**config.mk**
```make
export PLATFORM = sky130hd
export DESIGN_NAME = matrix_row_packer
export DESIGN_NICKNAME = d
export VERILOG_FILES = /design/src/rtl/matrix_row_packer.sv
export SDC_FILE = /design/constraint.sdc
export NUM_CORES = 1
export LEC_CHECK = 0
export ABC_CLOCK_PERIOD_IN_PS = 3200
export CORE_UTILIZATION = 50
export CTS_BUF_LIST = sky130_fd_sc_hd__clkbuf_16
export CTS_CLUSTER_DIAMETER = 30
export DETAILED_ROUTE_END_ITERATION = 12
export GPL_TIMING_DRIVEN = 0
export PLACE_DENSITY_LB_ADDON = 0.3
export REMOVE_ABC_BUFFERS = 1
export SLEW_MARGIN = 20
export SYNTH_ARGS = -nofsm -noshare
export SYNTH_HDL_FRONTEND = slang
export SYNTH_SLANG_ARGS = --single-unit
```
**constraint.sdc**
```tcl
create_clock -name clk -period 3.2 [get_ports clk]
set_input_delay 0.48 -clock clk [delete_from_list [all_inputs] [get_ports clk]]
set_output_delay 0.48 -clock clk [all_outputs]
set_load 0.01 [all_outputs]
```
**src/rtl/matrix_row_packer.sv**
```systemverilog
// ---------------------------------------------------------------------------
// matrix_row_packer
//
// Upstream feeder of the 4x4 byte-matrix transposer. It packs an incoming
// byte stream into 32-bit row words, byte 0 of each word in [7:0]. Every
// matrix leaves this block as exactly four row words, so the transposer's
// free-running word counter stays frame-aligned:
//   - a short frame (s_last before byte 15) has its open word filled with
//     PAD_BYTE and is then topped up with all-pad words up to row word 3;
//   - a long frame (byte 15 arrives without s_last) is closed anyway, and the
//     next byte starts a new matrix.
// Both cases raise a sticky error bit.
//
// Ports:
//   clk      in   1   clock, all state updates on the rising edge
//   rst_n    in   1   synchronous active-low reset
//   s_data   in   8   input byte
//   s_valid  in   1   input byte valid
//   s_last   in   1   final byte of a matrix (nominally byte 15)
//   s_ready  out  1   block accepts s_data this cycle
//   m_data   out  32  packed row word (registered)
//   m_valid  out  1   row word valid
//   m_ready  in   1   transposer ready
//   m_last   out  1   high with row word 3 of a matrix
//   err      out  2   sticky: [0] short frame, [1] long frame
//   err_clr  in   1   clears err on the next edge (new errors take priority)
//
// Parameters:
//   PAD_BYTE      fill value for bytes missing from a short frame
// ---------------------------------------------------------------------------
module matrix_row_packer #(
  parameter logic [7:0] PAD_BYTE = 8'h00
) (
  input  logic        clk,
  input  logic        rst_n,
  input  logic [7:0]  s_data,
  input  logic        s_valid,
  input  logic        s_last,
  output logic        s_ready,
  output logic [31:0] m_data,
  output logic        m_valid,
  input  logic        m_ready,
  output logic        m_last,
  output logic [1:0]  err,
  input  logic        err_clr
);

  typedef enum logic {
    ST_FILL = 1'b0,
    ST_PAD  = 1'b1
  } state_t;

  state_t      state_reg;
  logic [1:0]  byte_cnt_reg;   // byte position within the current word
  logic [1:0]  word_cnt_reg;   // word index within the current matrix
  logic [31:0] m_data_reg;
  logic        m_valid_reg;
  logic        m_last_reg;
  logic [1:0]  err_reg;

  logic        slot_free;
  logic        word_end;
  logic        s_ready_int;
  logic        s_fire;
  logic        m_fire;
  logic        load_fill;
  logic        frame_end_pos;
  logic        short_err;
  logic        long_err;
  logic [31:0] fill_word;

  // The output register can take a new word when it is empty or being
  // drained this very cycle, which allows back-to-back words.
  assign slot_free = !m_valid_reg | m_ready;
  assign m_fire    = m_valid_reg & m_ready;

  // A byte closes the current word when it fills lane 3 or carries s_last.
  assign word_end  = (byte_cnt_reg == 2'd3) | s_last;

  // Only word-closing bytes need the output slot, so only those bytes make
  // s_ready depend on m_ready. Nothing is accepted while padding.
  always_comb begin
    s_ready_int = 1'b0;
    if (state_reg == ST_FILL) begin
      s_ready_int = word_end ? slot_free : 1'b1;
    end
  end

  assign s_fire    = s_valid & s_ready_int;
  assign load_fill = s_fire & word_end;

  // Position (3,3) is byte 15: the only legal place for s_last.
  assign frame_end_pos = (word_cnt_reg == 2'd3) && (byte_cnt_reg == 2'd3);
  assign short_err     = s_fire & s_last & !frame_end_pos;
  assign long_err      = s_fire & !s_last & frame_end_pos;

  // Byte lanes. Lanes 0..2 hold bytes that arrived earlier in the word;
  // lane 3 is only ever written by the closing byte, so it needs no storage.
  // For the word being closed, each lane takes its held byte if already
  // received, the incoming byte if it is this lane's turn, else PAD_BYTE.
  genvar gi;
  generate
    for (gi = 0; gi < 4; gi++) begin : g_lane
      if (gi < 3) begin : g_held
        logic [7:0] lane_reg;

        always_ff @(posedge clk) begin
          if (!rst_n) begin
            lane_reg <= 8'h00;
          end else if (s_fire && !word_end && (byte_cnt_reg == 2'(gi))) begin
            lane_reg <= s_data;
          end
        end

        assign fill_word[gi*8 +: 8] =
          (byte_cnt_reg > 2'(gi))  ? lane_reg :
          (byte_cnt_reg == 2'(gi)) ? s_data   :
                                     PAD_BYTE;
      end else begin : g_top
        assign fill_word[gi*8 +: 8] =
          (byte_cnt_reg == 2'(gi)) ? s_data : PAD_BYTE;
      end
    end
  endgenerate

  // Control FSM and output register.
  always_ff @(posedge clk) begin
    if (!rst_n) begin
      state_reg    <= ST_FILL;
      byte_cnt_reg <= 2'd0;
      word_cnt_reg <= 2'd0;
      m_data_reg   <= 32'h0;
      m_valid_reg  <= 1'b0;
      m_last_reg   <= 1'b0;
    end else begin
      case (state_reg)
        ST_FILL: begin
          if (load_fill) begin
            // Closing byte: load the word. word_cnt advances on load, not on
            // m_fire, so it always tracks what the transposer will receive.
            m_data_reg   <= fill_word;
            m_valid_reg  <= 1'b1;
            m_last_reg   <= (word_cnt_reg == 2'd3);
            word_cnt_reg <= word_cnt_reg + 2'd1;
            byte_cnt_reg <= 2'd0;
            // A short frame that ends before row word 3 still owes the
            // transposer whole pad words. A long frame needs nothing extra:
            // the word at (3,3) already carries m_last.
            if (short_err && (word_cnt_reg != 2'd3)) begin
              state_reg <= ST_PAD;
            end
          end else begin
            if (s_fire) begin
              byte_cnt_reg <= byte_cnt_reg + 2'd1;
            end
            if (m_fire) begin
              m_valid_reg <= 1'b0;
            end
          end
        end

        ST_PAD: begin
          // m_valid never needs clearing here: every free slot is refilled.
          if (slot_free) begin
            m_data_reg   <= {4{PAD_BYTE}};
            m_valid_reg  <= 1'b1;
            m_last_reg   <= (word_cnt_reg == 2'd3);
            word_cnt_reg <= word_cnt_reg + 2'd1;
            if (word_cnt_reg == 2'd3) begin
              state_reg <= ST_FILL;
            end
          end
        end

        default: begin
          state_reg <= ST_FILL;
        end
      endcase
    end
  end

  // Sticky error flags. A clear and a new error on the same edge leave the
  // new error set.
  always_ff @(posedge clk) begin
    if (!rst_n) begin
      err_reg <= 2'b00;
    end else begin
      err_reg <= (err_clr ? 2'b00 : err_reg) | {long_err, short_err};
    end
  end

  assign s_ready = s_ready_int;
  assign m_data  = m_data_reg;
  assign m_valid = m_valid_reg;
  assign m_last  = m_last_reg;
  assign err     = err_reg;

endmodule

```
==> impl_metrics.toml <==
[cells_and_area]
multiInputGateArea_um2 = 1450
area_delta_synth_final_pct = 27.93
largest_register_ffs = 32
finalNonFillerCells = 426
layout_common_cells = "nand2_1 (76), dfxtp_1 (65), clkdlybuf4s50_1 (49)"
diodes = 0
stdcell_area_um2 = 3656
final_common_cell = "nand2_1"
fin_nets = 370
drive_above_1_share = 0.07627
post-route-util = 0.6639
seq_area_um2 = 1301
fillers = 456

[cts]
clk_latency_ns = 0.33
cts_tree = "done"
htreeDepth = 3
cts_max_path_buffers = 2
cts_buffers = 9
cts_sinks = 65
holdBufCountCts = 0
postCtsSetupBuffers = 0
root_buffer = "clkbuf_16"
cts_resized = 0
clk_pin_slew_ns = 0.05

[route]
wl_mm = 6.380
first_pass_iters = 4
final_antenna_net_count = 0
drc_errors = 0
vias_per_cell = 5.484
vias = 2336
wl_per_cell_um = 14.98
drtIter0Drc = 138

[timing]
max_freq_mhz = 369.2
setup_viol = 0
fin_ws_ns = 0.4918
slew_viol_final = 0
maxSlewHeadroom = 0.5894
fin_setup_tns_ns = 0
skew_ns = 0.005898
rsz0062_at_grt = "no"
tightestPinTransition_ns = 0.6145
hold_ws_ns = 0.4553
hold_viol = 0
min_period_over_period = 0.8463
fin_crit_ns = 2.708

[synth]
async_flop_share = 0
synth_seq_area_share = 0.4553
ys_types = 35
synthFlopType = "dfxtp_1"
yosys_warnings = 0
synth_edf_count = 0
synth_area_um2 = 2858
avgSynthCellArea_um2 = 9.431
synth_seq_cells = 65
synthCells = 303

[setup_path]
cp.required_ns = 2.72
critical_path.cell_chain = "ha_1, or2_2, a21oi_1, clkdlybuf4s50_1"
path_class = "reg -> out"
crit_arrival_ns = 2.23
crit_family = "buffers and inverters"
cpMaxStageDelayCell = "clkdlybuf4s50_1"
worst_setup_path_end_kind = "output pin"
crit_fanout = 12
start_kind = "flip-flop"
max_stage_delay_ns = 0.55
critPathBufInv = 1

[pwr]
ir_worst_vdd_mv = 0.5252
power_density_nw_per_um2 = 519.1
p_total_mw = 1.898
leakagePower_nw = 1.526

[global_routing]
track_usage = 0.2342
antenna_found_initial = 0
grt_first_pass_wirelength_mm = 10.87
grt_pass1_vias = 2235
grt_max_degree = 62
overflow = 0

[run_status]
status = "complete, no violations"

[floorplan]
row_count = 27
dieWidth_um = 77.60
die_height_um = 77.60
start_util = 0.5190
core_area_um2 = 5507
ios = 51
die-area_um2 = 6022

[place]
place_inst = 410
port_buffers = 50
routabilityCongestion = 0.7805
dp_hpwl_mm = 4.091
place_worst_setup_slack_ns = 0.5418
placement.cell_area_um2 = 3374

[min_path]
hold_path.class = "reg -> reg"

[run]
max-cap-violations = 0
==> tightest hold or removal path: stages, from the launching register on <==
cell	delay (ns)
dfxtp_1	0.31
nand2_1	0.05
mux2i_1	0.05
==> cell families after synthesis <==
group | after synthesis | synth area share
AND/OR/NAND/NOR | 118 | 0.2132
adder cells (fa/ha/maj) | 6 | 0.02627
flip-flops | 65 | 0.4553
buffers and inverters | 20 | 0.03721
AO/OA/AOI/OAI | 50 | 0.1125
multiplexers | 44 | 0.1554
==> cells in the mapped netlist, types with 3 or more instances <==
cell,instances,share of area
a21oi_1,17,0.030
dfxtp_1,65,0.46
mux2_2,3,0.012
mux2i_1,41,0.14
o22ai_1,19,0.042
nand2_2,3,0.0066
nor2b_1,3,0.0066
inv_1,3,0.0039
buf_2,3,0.0053
and3b_1,16,0.049
clkbuf_1,9,0.012
o32ai_1,5,0.015
nand2_1,76,0.10
nand3_1,11,0.019
ha_1,6,0.026
==> power by group <==
part	switching, mW	total [mW]	internal (mW)	leakage [nW]
registers	0.0146	0.847	0.832	0.526
logic	0.111	0.203	0.0922	0.869
clock network	0.341	0.848	0.507	0.131
==> layout make-up <==
| cell class | count | area share |
|---|---|---|
| clock buffer | 9 | 0.06160 |
| timing repair buffer | 52 | 0.1492 |
| tap | 72 | 0.02464 |
| sequential | 65 | 0.3559 |
| clock inverter | 6 | 0.007871 |
| multi-input combinational | 218 | 0.3966 |
| inverter | 4 | 0.004107 |
==> routing by layer <==
| layer | up-vias | wire length (µm) | GRT usage |
|---|---|---|---|
| li1 | 1167 | - | - |
| met1 | 1097 | 2983 | 0.3006 |
| met2 | 64 | 2985 | 0.3699 |
| met3 | 8 | 341 | 0.08118 |
| met4 | 0 | 70 | 0.06792 |
| met5 | - | 0 | 0 |
==> worst paths after layout <==
kind | from | slack, ns | depth (start not counted) | to
setup / recovery | byte_cnt_reg[1] | 0.49 | 4 | s_ready
hold / removal | m_last | 0.46 | 2 | m_last
setup reg to reg | byte_cnt_reg[1] | 1.01 | 5 | m_data[27]
hold reg to reg | m_last | 0.46 | 2 | m_last
(Power assumes the default switching activity.)
==> edit 1 (same settings) <==
Put one more register stage on the output `err`, without a reset. The value now appears one clock later. The other outputs are not delayed to match.
--- a/src/rtl/matrix_row_packer.sv
+++ b/src/rtl/matrix_row_packer.sv
@@ -194,5 +194,7 @@
   assign m_valid = m_valid_reg;
   assign m_last  = m_last_reg;
-  assign err     = err_reg;
+  always_ff @(posedge clk) begin
+    err <= err_reg;
+  end
 
 endmodule
Behaviour: not the same (a bounded check fails within 4 cycles, from zero or initial values and one cycle with rst_n low).
==> edit 1 against the unedited design <==
Final cell count rose by 0.47%. Cell area grew 3.1%. Synthesized area increased by 3.3%. Critical path depth is the same. Wire length up 6.4%. Sequential cell count is 2 higher. Highest routed layer unchanged. Non-clock buffer count unchanged. Power increased by 12%. Via count grew 2.3%. Clock power increased by 23%. Worst setup slack lost 0.036 ns. Count of clock-buffer cells in the layout did not move.
==> edit 1: results (changes against the unedited design) <==
status complete, no violations; Inst Count DP 411 (+0.24%); PD cells 563 mW/mm² (+8.4%); Hold Path Depth 0 (-2); met2 WL 3330 µm (+12%); Total GRT Usage 23.7% (+0.28 points); most area-consuming cells after synthesis dfxtp_1 45%, mux2i_1 14%, nand2_1 9.3%, and3b_1 4.7%, o22ai_1 3.6%; clk_lat worst skew 0.33 ns (about the same); synthesized netlist cell count 305 (+0.66%); layout cell share with drive strength beyond 1 8.15% (+0.52 points); WL final 6790 µm (+6.4%); clk_skew 0.00509 ns (-0.000804 ns); Worst VDD drop 0.000340 V (-35%); crit path DAT 2.26 ns (+0.03 ns); Leak 1.56 nW (+2.4%); GP Congestion 0.764 (-2.1%); Critical R2R Capture m_data[7]; post-DP HPWL 4030 µm (-1.4%); global-route wire length before repair 11200 µm (+3.1%); total CTS buffers 9 (unchanged); Nets 371 (+0.27%); final hold slack 0.350 ns (-0.105 ns); worst slew pin tran 0.838 ns (+0.223 ns); post-synthesis sequential area ratio 45.4% (-0.11 points); Detailed Route Iter0 Violations 152 (+10%); largest net degree at the start of global routing 72 (+16%); WL/cell 15.9 µm (+5.9%); vias per cell 5.58 (+1.8%); Hold Startpoint err_reg[1]; number of global-route vias before repair 2393 (+7.1%)
==> edit 1: cell count changes after synthesis, sizes merged <==
cell / change
dfxtp: +2
o31ai: +1
o22ai: -2
clkbuf: +1
nand2: -3
nand3: +2
mux2i: +1
==> edit 1: per-stage QoR <==
step / setup WS, ns / setup TNS (ns)
floorplan: 1.36 / 0
global placement: -1.58 / -47.17
finish: 0.456 / 0
CTS: 0.486 / 0
global route: 0.377 / 0
detailed placement: 0.537 / 0
==> edit 1: cell families (layout without fill, tap and decap cells) <==
kind of cell / count (synthesis) / in the layout / share of synthesized area [%]
flip-flops: 67 / 67 / 45.4
AND/OR/NAND/NOR: 117 / 117 / 20.6
AO/OA/AOI/OAI: 49 / 49 / 10.7
buffers and inverters: 21 / 72 / 5.38
adder cells (fa/ha/maj): 6 / 6 / 2.54
multiplexers: 45 / 45 / 15.4
==> edit 1: per-layer routing <==
metal | track usage, % | vias up
met2 | 39.9 | 68
met5 | 0 | -
li1 | - | 1179
met4 | 13.8 | 0
met3 | 5.63 | 16
met1 | 27.4 | 1126
==> edit 1: report_power, final <==
| group | leakage, nW | total [W] | internal (W) | switching (W) |
|---|---|---|---|---|
| combinational | 0.871 | 0.000207 | 0.0000928 | 0.000114 |
| sequential | 0.543 | 0.000872 | 0.000858 | 0.0000148 |
| clock | 0.149 | 0.00104 | 0.000678 | 0.000364 |
| total | 1.56 | 0.00212 | 0.00163 | 0.000493 |
==> edit 1: final cells by class <==
type / count / area (µm²) / area share [%]
Clock buffer: 9 / 225 / 5.97
Clock inverter: 7 / 92.6 / 2.46
Inverter: 4 / 15.0 / 0.398
Multi-Input combinational cell: 217 / 1450 / 38.5
Sequential cell: 67 / 1340 / 35.6
Tap cell: 72 / 90.1 / 2.39
Timing Repair Buffer: 52 / 553 / 14.7
==> edit 2 (config.mk and constraints unchanged) <==
Without the edit above. Reset style: asynchronous (`rst_n`), changed in 3 clocked blocks. Comments in the files are not updated.
--- a/src/rtl/matrix_row_packer.sv
+++ b/src/rtl/matrix_row_packer.sv
@@ -105,5 +105,5 @@
         logic [7:0] lane_reg;
 
-        always_ff @(posedge clk) begin
+        always_ff @(posedge clk or negedge rst_n) begin
           if (!rst_n) begin
             lane_reg <= 8'h00;
@@ -125,5 +125,5 @@
 
   // Control FSM and output register.
-  always_ff @(posedge clk) begin
+  always_ff @(posedge clk or negedge rst_n) begin
     if (!rst_n) begin
       state_reg    <= ST_FILL;
@@ -182,5 +182,5 @@
   // Sticky error flags. A clear and a new error on the same edge leave the
   // new error set.
-  always_ff @(posedge clk) begin
+  always_ff @(posedge clk or negedge rst_n) begin
     if (!rst_n) begin
       err_reg <= 2'b00;
Formal check against the unedited RTL: differs if rst_n is asserted again (counterexample within 4 cycles, from zero or initial values and one cycle with rst_n low); with rst_n held inactive, the same outputs for 10 cycles.
==> edit 2 against the unedited design <==
Wire length is 13% lower. Synthesized area increased by 2.8%. Critical path depth up 1. Core utilization increased by 2.1 points. Clock skew barely moved. Non-clock buffer count unchanged. Worst setup slack lost 0.034 ns. Sequential cell count stayed put. Cell area increased by 4.5%.
Power is not compared: it rests on default switching activity, and its combinational part moved more than twofold at a synthesized area within 25%.
==> edit 2: results (changes against the unedited design) <==
most area-consuming cells after synthesis dfrtp_1 55%, mux2_2 18%, mux2i_1 4.8%, a22o_1 3.9%, ha_1 2.6%; Resize count post-CTS 0 (unchanged); Critical-path top delay cell ha_1; Post-CTS Setup Bufs 0 (unchanged); critical path's top delay family adder cells; crit path DAT 2.26 ns (+0.03 ns); synth unique cells 31 (-11%); H-tree Lvls 3 (unchanged); Worst path max stage delay 0.58 ns (+0.03 ns); FFs w/ async S/R, synth 100% (+100 points); global-route wire length before repair 9210 µm (-15%); Inst Count DP 334 (-19%); PortBufs 50 (unchanged); status complete, no violations; clock buffer depth 2 (unchanged); DP Worst Slack 0.451 ns (-0.0908 ns); clk_lat worst skew roughly 0.32 ns; Critical R2R Capture m_data[16]; Worst Reg-to-Reg Cells 5 (unchanged); layout cell share with drive strength beyond 1 23.7% (+16 points); worst hold path class input port to asynchronous set/reset pin; ys flop type dfrtp_1; initial antenna violation count 0 (unchanged); worst slew pin tran 0.905 ns (+0.290 ns); post-synthesis adder-cell area fraction 2.56% (-0.072 points); via count 1892 (-19%); GP Congestion 0.701 (-10%); final hold slack 0.0602 ns (-0.395 ns); R2R Setup Slk 0.87 ns (-0.14 ns); area of placed instances 0.00349 mm² (+3.4%); Detailed Route Iter0 Violations 100 (-28%); syn_area_per_cell 13.3 µm² (+41%); clk_skew 0.00543 ns (-0.000471 ns); Final Instance Count excl. Fillers 350 (-18%); Max Clk Rate 0.365 GHz (-1.2%); Worst Setup EP s_ready; largest net degree at the start of global routing 41 (-34%); Net Switching roughly 0.0010 W; Diodes inserted 0 (unchanged); crit path from byte_cnt_reg[1]; critical-path maximum fanout 12 (unchanged); post-synthesis mux area share 22.8% (+7.2 points); Gate power share between 30% and 40%; xor and xnor area share after synthesis 0.298% (+0.30 points); Leak around 1.7 nW; Nets 294 (-21%); post-synthesis sequential area ratio 55.4% (+9.8 points); WL/cell 15.9 µm (+6.3%); post-DP HPWL 3710 µm (-9.4%); Worst VDD drop around 0.00053 V; most frequent cells after synthesis 65 x dfrtp_1, 46 x mux2_2, 14 x mux2i_1; post-synthesis compound-gate area fraction 8.65% (-2.6 points); layout filler cell count 435 (-4.6%); Total GRT Usage 20.3% (-3.2 points)
edit 2: cell types whose count changed in the layout (fill, tap and decap cells not counted), sizes merged, moves of 18 or more:
cell	delta
o22ai	-18
dfxtp	-65
mux2	+44
nand2	-68
mux2i	-27
dfrtp	+65
edit 2: area by class of cell:
type	instances	area [µm²]	area share (%)
sequential	65	1630	42.6
multi-input combinational	136	1220	31.9
timing repair buffer	52	546	14.3
clock buffer	9	225	5.90
tap	72	90.1	2.36
clock inverter	6	76.3	2.00
inverter	10	37.5	0.983
edit 2: per-layer routing:
metal  track usage (%)  up-vias  part of all wire, %
li1                  -      892                    -
met1              26.9      952                   47
met2              31.0       37                   47
met3              3.84       11                  3.1
met4              11.7        0                  2.3
met5                 0        -                    0
edit 2: cell families after synthesis:
logic type	count (synthesis)
compound gates	30
xor+xnor	1
fa+ha+maj	6
buf+inv	20
flops	65
mux	61
simple gates	38
